File: config.mk
export PLATFORM = sky130hd
export DESIGN_NAME = uart_tx_param
export DESIGN_NICKNAME = d
export VERILOG_FILES = /design/src/rtl/uart_tx_param.sv
export SDC_FILE = /design/constraint.sdc
export NUM_CORES = 1
export LEC_CHECK = 0
export ABC_CLOCK_PERIOD_IN_PS = 5600
export CORE_MARGIN = 2
export CORE_UTILIZATION = 60
export DETAILED_ROUTE_END_ITERATION = 7
export PLACE_DENSITY = 0.83
export SETUP_SLACK_MARGIN = 0.05
export SLEW_MARGIN = 40
export SYNTH_ARGS = -nofsm -noshare
export SYNTH_HDL_FRONTEND = slang
export SYNTH_SLANG_ARGS = --single-unit
File: constraint.sdc
create_clock -name clk -period 5.6 [get_ports clk]
set_clock_uncertainty 0.05 [all_clocks]
set_input_delay 0.84 -clock clk [delete_from_list [all_inputs] [get_ports clk]]
set_output_delay 0.84 -clock clk [all_outputs]
set_load 0.005 [all_outputs]
File: src/rtl/uart_tx_param.sv
// Parameterized UART transmitter: start bit, DATA_BITS LSB-first, optional parity, 1-2 stop bits.
// Registered serial line, zero-latency start on acceptance, one-cycle done pulse in the first idle cycle.
module uart_tx_param #(
  parameter int DATA_BITS    = 8,
  parameter int PARITY_MODE  = 0,
  parameter int STOP_BITS    = 1,
  parameter int CLKS_PER_BIT = 868
) (
  input  logic                 clk,
  input  logic                 rst,
  input  logic [DATA_BITS-1:0] data,
  input  logic                 enable,
  output logic                 ready,
  output logic                 data_bit,
  output logic                 busy,
  output logic                 done
);

  localparam int CW = (CLKS_PER_BIT > 2) ? $clog2(CLKS_PER_BIT) : 1;

  localparam logic [2:0] S_IDLE   = 3'd0;
  localparam logic [2:0] S_START  = 3'd1;
  localparam logic [2:0] S_DATA   = 3'd2;
  localparam logic [2:0] S_PARITY = 3'd3;
  localparam logic [2:0] S_STOP   = 3'd4;

  generate
    if (DATA_BITS < 5 || DATA_BITS > 9) begin : g_bad_data_bits
      $error("uart_tx_param: DATA_BITS must be 5..9");
    end
    if (PARITY_MODE < 0 || PARITY_MODE > 2) begin : g_bad_parity
      $error("uart_tx_param: PARITY_MODE must be 0, 1 or 2");
    end
    if (STOP_BITS < 1 || STOP_BITS > 2) begin : g_bad_stop
      $error("uart_tx_param: STOP_BITS must be 1 or 2");
    end
    if (CLKS_PER_BIT < 2) begin : g_bad_cpb
      $error("uart_tx_param: CLKS_PER_BIT must be >= 2");
    end
  endgenerate

  logic [2:0]           state;
  logic [CW-1:0]        clk_cnt;
  logic [3:0]           bit_idx;
  logic [DATA_BITS-1:0] shreg;
  logic                 par_bit;
  logic                 bit_end;

  assign bit_end = (clk_cnt == CW'(CLKS_PER_BIT - 1));
  assign ready   = (state == S_IDLE);
  assign busy    = ~ready;

  always_ff @(posedge clk or posedge rst) begin
    if (rst) begin
      state    <= S_IDLE;
      clk_cnt  <= '0;
      bit_idx  <= '0;
      shreg    <= '0;
      par_bit  <= 1'b0;
      data_bit <= 1'b1;
      done     <= 1'b0;
    end else begin
      done <= 1'b0;
      if (state == S_IDLE) begin
        // Start bit goes out on the accepting edge itself.
        if (enable) begin
          state    <= S_START;
          shreg    <= data;
          par_bit  <= (^data) ^ (PARITY_MODE == 2);
          data_bit <= 1'b0;
          clk_cnt  <= '0;
          bit_idx  <= '0;
        end
      end else begin
        if (bit_end) clk_cnt <= '0;
        else         clk_cnt <= clk_cnt + CW'(1);

        if (bit_end) begin
          case (state)
            S_START: begin
              state    <= S_DATA;
              data_bit <= shreg[0];
              shreg    <= shreg >> 1;
              bit_idx  <= '0;
            end
            S_DATA: begin
              if (bit_idx == 4'(DATA_BITS - 1)) begin
                bit_idx <= '0;
                if (PARITY_MODE != 0) begin
                  state    <= S_PARITY;
                  data_bit <= par_bit;
                end else begin
                  state    <= S_STOP;
                  data_bit <= 1'b1;
                end
              end else begin
                bit_idx  <= bit_idx + 4'd1;
                data_bit <= shreg[0];
                shreg    <= shreg >> 1;
              end
            end
            S_PARITY: begin
              state    <= S_STOP;
              data_bit <= 1'b1;
              bit_idx  <= '0;
            end
            S_STOP: begin
              if (bit_idx == 4'(STOP_BITS - 1)) begin
                state   <= S_IDLE;
                done    <= 1'b1;
                bit_idx <= '0;
              end else begin
                bit_idx <= bit_idx + 4'd1;
              end
            end
            default: begin
              state    <= S_IDLE;
              data_bit <= 1'b1;
            end
          endcase
        end
      end
    end
  end

endmodule
======== Yosys cells after proc, flatten, opt, wreduce, memory -nomap -nowiden ========
Index checks and enable logic that the tools add are counted.
W data, S select, Z words.
cells by class
  eq/ne operators ......................... 11
  reduce and logical (&&, ||, !) cells .... 10
  bitwise operators ....................... 1
  $add $sub $neg .......................... 2
  multiplexer cells ....................... 29
operator list
  kind                     number
  $mux W8                  4
  $mux W10                 3
  $mux W4                  5
  $pmux W8 S2              1
  $mux W3                  5
  $pmux W3 S4              1
  $pmux W4 S3              1
  $add A10 B1 Y10 const B  1
  $eq A10 B10 Y1 const B   1
  $ne A3 B3 Y1 const B     3
  $mux W1                  8
  $reduce_and A4 Y1        2
  $eq A3 B2 Y1 const B     2
  $reduce_and A3 Y1        2
  $add A4 B1 Y4 const B    1
  $eq A4 B3 Y1 const B     1
  $logic_not A4 Y1         1
  $ne A2 B2 Y1 const B     2
  $reduce_bool A4 Y1       1
  $eq A3 B1 Y1 const B     1
  $eq A3 B3 Y1 const B     1
  $logic_not A3 Y1         1
  $pmux W1 S3              1
  $reduce_bool A3 Y1       1
  other kinds (3)          3
storage, ports and cells
  input port bits ......................... 11
  output and inout port bits .............. 4
  register bits ........................... 27
  word-level logic and storage cells ...... 59

======== Depth between registers and ports, before layout ========
  word-level depth ........................ 5
  mapped depth ............................ 7
  mapped depth without buffers ............ 7

======== Least setup slack after synthesis ========
OpenSTA, ideal clock, no wires.
  kind .................................... reg-to-output
  start ................................... register state[0]
  end ..................................... output port ready
  stages on the path, launching flop included .. 4
  arrival ................................. 1.220 ns
  required time ........................... 4.710 ns
  path slack .............................. 3.490 ns
  path buffers ............................ 2
  cells stage by stage .................... dfrtp_1 -> clkbuf_8 -> nor3_2 -> clkbuf_1
between the ends
  word-level cells in the longest chain between the ends .. 1
ends and longest elaborated chain
  item                    RTL line  RTL
  start, declared         42        logic [2:0] state;
  start signal, assigned  55        state <= S_IDLE;
  start signal, assigned  67        state <= S_START;
  start signal, assigned  81        state <= S_DATA;
  $logic_not A3 Y1        50        assign ready = (state == S_IDLE);
  end, declared           13        output logic ready,
No other way between the ends.

======== Final worst setup path ========
  start ................................... register state[2]
  end ..................................... output port busy
between the ends
  word-level cells in the longest chain between the ends .. 2
ends and longest elaborated chain
  item              RTL line  RTL
  $logic_not A3 Y1  50
  $not A1 Y1        51        assign busy = ~ready;
  end, declared     15        output logic busy,
No other way between the ends.

==> flow_summary.yaml <==
pwr:
  peakVddDrop_v: 0.000166
  power.clock.fraction_pct: 29.2
  power_frac_comb_pct: 3.9
  power_density_mw_per_mm2: 170
  sw_frac_of_total_pct: 21.3
  power_switching_w: 0.0000621
  intPower_w: 0.000229
  power.static_leakage_nw: 0.763
  sequentialPowerShare_pct: 66.9
placed_design:
  dpl.hpwl_mm: 2.37
  dpl.cell_count: 203
  placer_congestion_estimate: 0.989
  numPortBuffers: 14
  dpl-instance-area_mm2: 0.00169
worst_setup_path:
  timing_worst_setup_path_type: "reg -> out"
  cp-end-kind: "primary output"
  timing.critical_path.cells: "nor3_2, buf_4, inv_1, clkdlybuf4s50_1"
  crit_required_ns: 4.71
  critical-path-slowest-cell: "sky130_fd_sc_hd__dfrtp_1"
  type_of_element_launching_the_critical_path: "register"
  cp_max_fo: 16
  critPathArrivalTime_ns: 1.98
  critical_path_max_stage_delay_ns: 0.53
routing:
  drc_errors: 0
  avgViaCountPerCell: 6.24
  drt_wl_total_mm: 3.21
  vias_post_dr: 1292
  drt_iter0_markers: 38
  drt_pre_antenna_iters: 4
  final_antenna_net_count: 0
  wire_per_inst_um: 15.5
final_layout:
  final_cell_count_no_fill: 207
  antenna_cells_inserted: 0
  layout.core_utilization_pct: 70.1
  layout_cell_share_with_drive_strength_beyond_1_pct: 9.60
  final_design_area_no_fill_mm2: 0.00172
  layout-area-overhead-vs-synth_pct: 11.2
  final_net_count: 192
grt:
  use_met2_pct: 40.7
  grt_busiest_layer: "met2"
  globalRoute.totalOverflow: 0
  global_route_wire_length_before_repair_mm: 5.42
  antenna_violations_before_repair: 0
  gr-usage-met3_pct: 2.73
  grt_max_degree: 28
  grt_usage_pct: 25.4
  grtUsageMet1_pct: 35.0
  first_global_vias: 1144
logic_synthesis:
  yosys_most_used_dff: "sky130_fd_sc_hd__dfrtp_1"
  synth_enable_flop_cells: 0
  syn-mean-instance-area_um2: 9.50
  synth.yosys.warnings: 0
  synth_nets: 177
  synth_top_cells_by_count: "sky130_fd_sc_hd__dfrtp_1, sky130_fd_sc_hd__nand2_1, sky130_fd_sc_hd__o21ai_0, sky130_fd_sc_hd__nor2_1, sky130_fd_sc_hd__mux2i_1"
  synth_top_area_cell: "sky130_fd_sc_hd__dfrtp_1"
  synth_top_area_share_pct: 42.0
  synth_seq_cells: 27
  netlist_top_cells_area: "sky130_fd_sc_hd__dfrtp_1, sky130_fd_sc_hd__o21ai_0, sky130_fd_sc_hd__nand2_1"
  syn_inst: 163
  syn_area_mm2: 0.00155
  synth_async_sr_flop_share_pct: 100
  most_common_cell_in_the_netlist: "sky130_fd_sc_hd__dfrtp_1"
  yosysUniqueCellTypes: 44
  proportion_of_synthesized_chip_area_in_sequential_cells_pct: 43.7
floorplanning:
  core.rowCount: 18
  floorplan.core_area_mm2: 0.00245
  floorplan.initialDensity_pct: 63.0
  die_h_um: 54.8
  ioPinCount: 15
  die_area_mm2: 0.00300
  dieWidth_um: 54.8
timing:
  setup_viol_count_final: 0
  final_max_tran_viols: 0
  grt_setup_unrepaired: "no"
  fin_worst_hold_slack_ns: 0.451
  setup_tns_ns: 0
  layout_worst_path_cycle_share_pct: 51.2
  timing_hold_violations_final: 0
  final_period_minus_worst_setup_slack_ns: 2.87
  worst_slew_pin_slew_ns: 0.743
  timing.fmax_mhz: 349
  relSlewSlack_pct: 50.1
clock_network:
  max-clock-path-buffers: 2
  cts_resized: 0
  clock_buffers_created_by_tritoncts: 3
  cts_tree: "done"
  clk_transition_reported_paths_ns: 0.14
  cts_root_buf: "sky130_fd_sc_hd__clkbuf_4"
  source_to_sink_clock_delay_at_the_later_pin_of_the_worst_skew_pair_ns: 0.33
  cts-htree-levels: 1
  postCtsSetupBuffers: 0
  cts_num_sinks: 27
  ctsHoldBuffers: 0
status:
  status: "completed"
min_path:
  hold_path_class: "reg -> reg"
job:
  drv.max_cap_violation_count: 0
==> power groups by stage <==
| stage | clock, W | sequential [W] | combinational, W |
|---|---|---|---|
| after global placement | 0 | 0.000199 | 0.0000115 |
| final | 0.0000851 | 0.000195 | 0.0000115 |
| after floorplan | 0 | 0.000199 | 0.00000335 |
| after global routing | 0.0000961 | 0.000195 | 0.0000129 |
| after CTS | 0.0000885 | 0.000195 | 0.0000118 |
| after detailed placement | 0 | 0.000199 | 0.0000119 |
==> final cells by class <==
type	count	area (um2)
clock buffer	4	26.3
fill	194	734
inverter	5	18.8
multi-input combinational	126	813
sequential	27	677
tap	30	37.5
timing repair buffer	15	148
==> layer usage <==
layer / routed length (um) / part of all wire (%) / up-vias
met4: 46 / 1.4 / 0
met3: 191 / 6.0 / 5
met1: 1440 / 45 / 618
met2: 1530 / 48 / 49
met5: 0 / 0 / -
li1: - / - / 620
==> through the flow <==
stage / power [W] / setup slack (ns)
floorplan: 0.000202 / 3.49
global placement: 0.000210 / 2.79
detailed placement: 0.000211 / 2.99
CTS: 0.000295 / 2.74
global route: 0.000304 / 2.64
finish: 0.000292 / 2.73
==> worst max-delay path, delay by kind of cell (launching register included) <==
| family | cells | cell delay (ns) |
|---|---|---|
| buffers and inverters | 3 | 0.89 |
| AND/OR/NAND/NOR | 1 | 0.21 |
| flip-flops | 1 | 0.53 |
==> layout by cell type (no fill, tap or decap), types with 4 or more instances in the layout <==
cell type and n:
sky130_fd_sc_hd__nand2_1 24, sky130_fd_sc_hd__clkdlybuf4s50_1 14, sky130_fd_sc_hd__nand3_1 5, sky130_fd_sc_hd__inv_1 4, sky130_fd_sc_hd__mux2i_1 7, sky130_fd_sc_hd__dfrtp_1 26
sky130_fd_sc_hd__a31oi_1 5, sky130_fd_sc_hd__nor2_1 13, sky130_fd_sc_hd__a21oi_1 6, sky130_fd_sc_hd__o21ai_0 18
==> registers in the layout, indices dropped and copies added (netlist names) <==
signal and flops:
clk_cnt 10, done 1, state 3, shreg 8, data_bit 1, bit_idx 4
==> cell families after synthesis <==
kind of cell             count (synthesis)  share of synthesized area (%)
flip-flops                              27                           43.7
AO/OA/AOI/OAI                           44                           17.5
AND/OR/NAND/NOR                         68                           25.9
buffers and inverters                   10                           3.72
multiplexers                             7                           4.53
adder cells (fa/ha/maj)                  3                           2.43
XOR/XNOR                                 4                           2.26
==> final timing paths <==
kind                            start    endpoint  slack (ns)  depth (start not counted)
hold / removal               shreg[1]    shreg[1]        0.45                          2
max in group asynchronous         rst    data_bit        4.33                          2
setup / recovery             state[2]        busy        2.73                          4
min in group asynchronous         rst  bit_idx[0]        0.81                          2
setup reg to reg           clk_cnt[0]  clk_cnt[9]        3.34                          6
hold reg to reg              shreg[1]    shreg[1]        0.45                          2
Power figures use the tool's default switching activity.
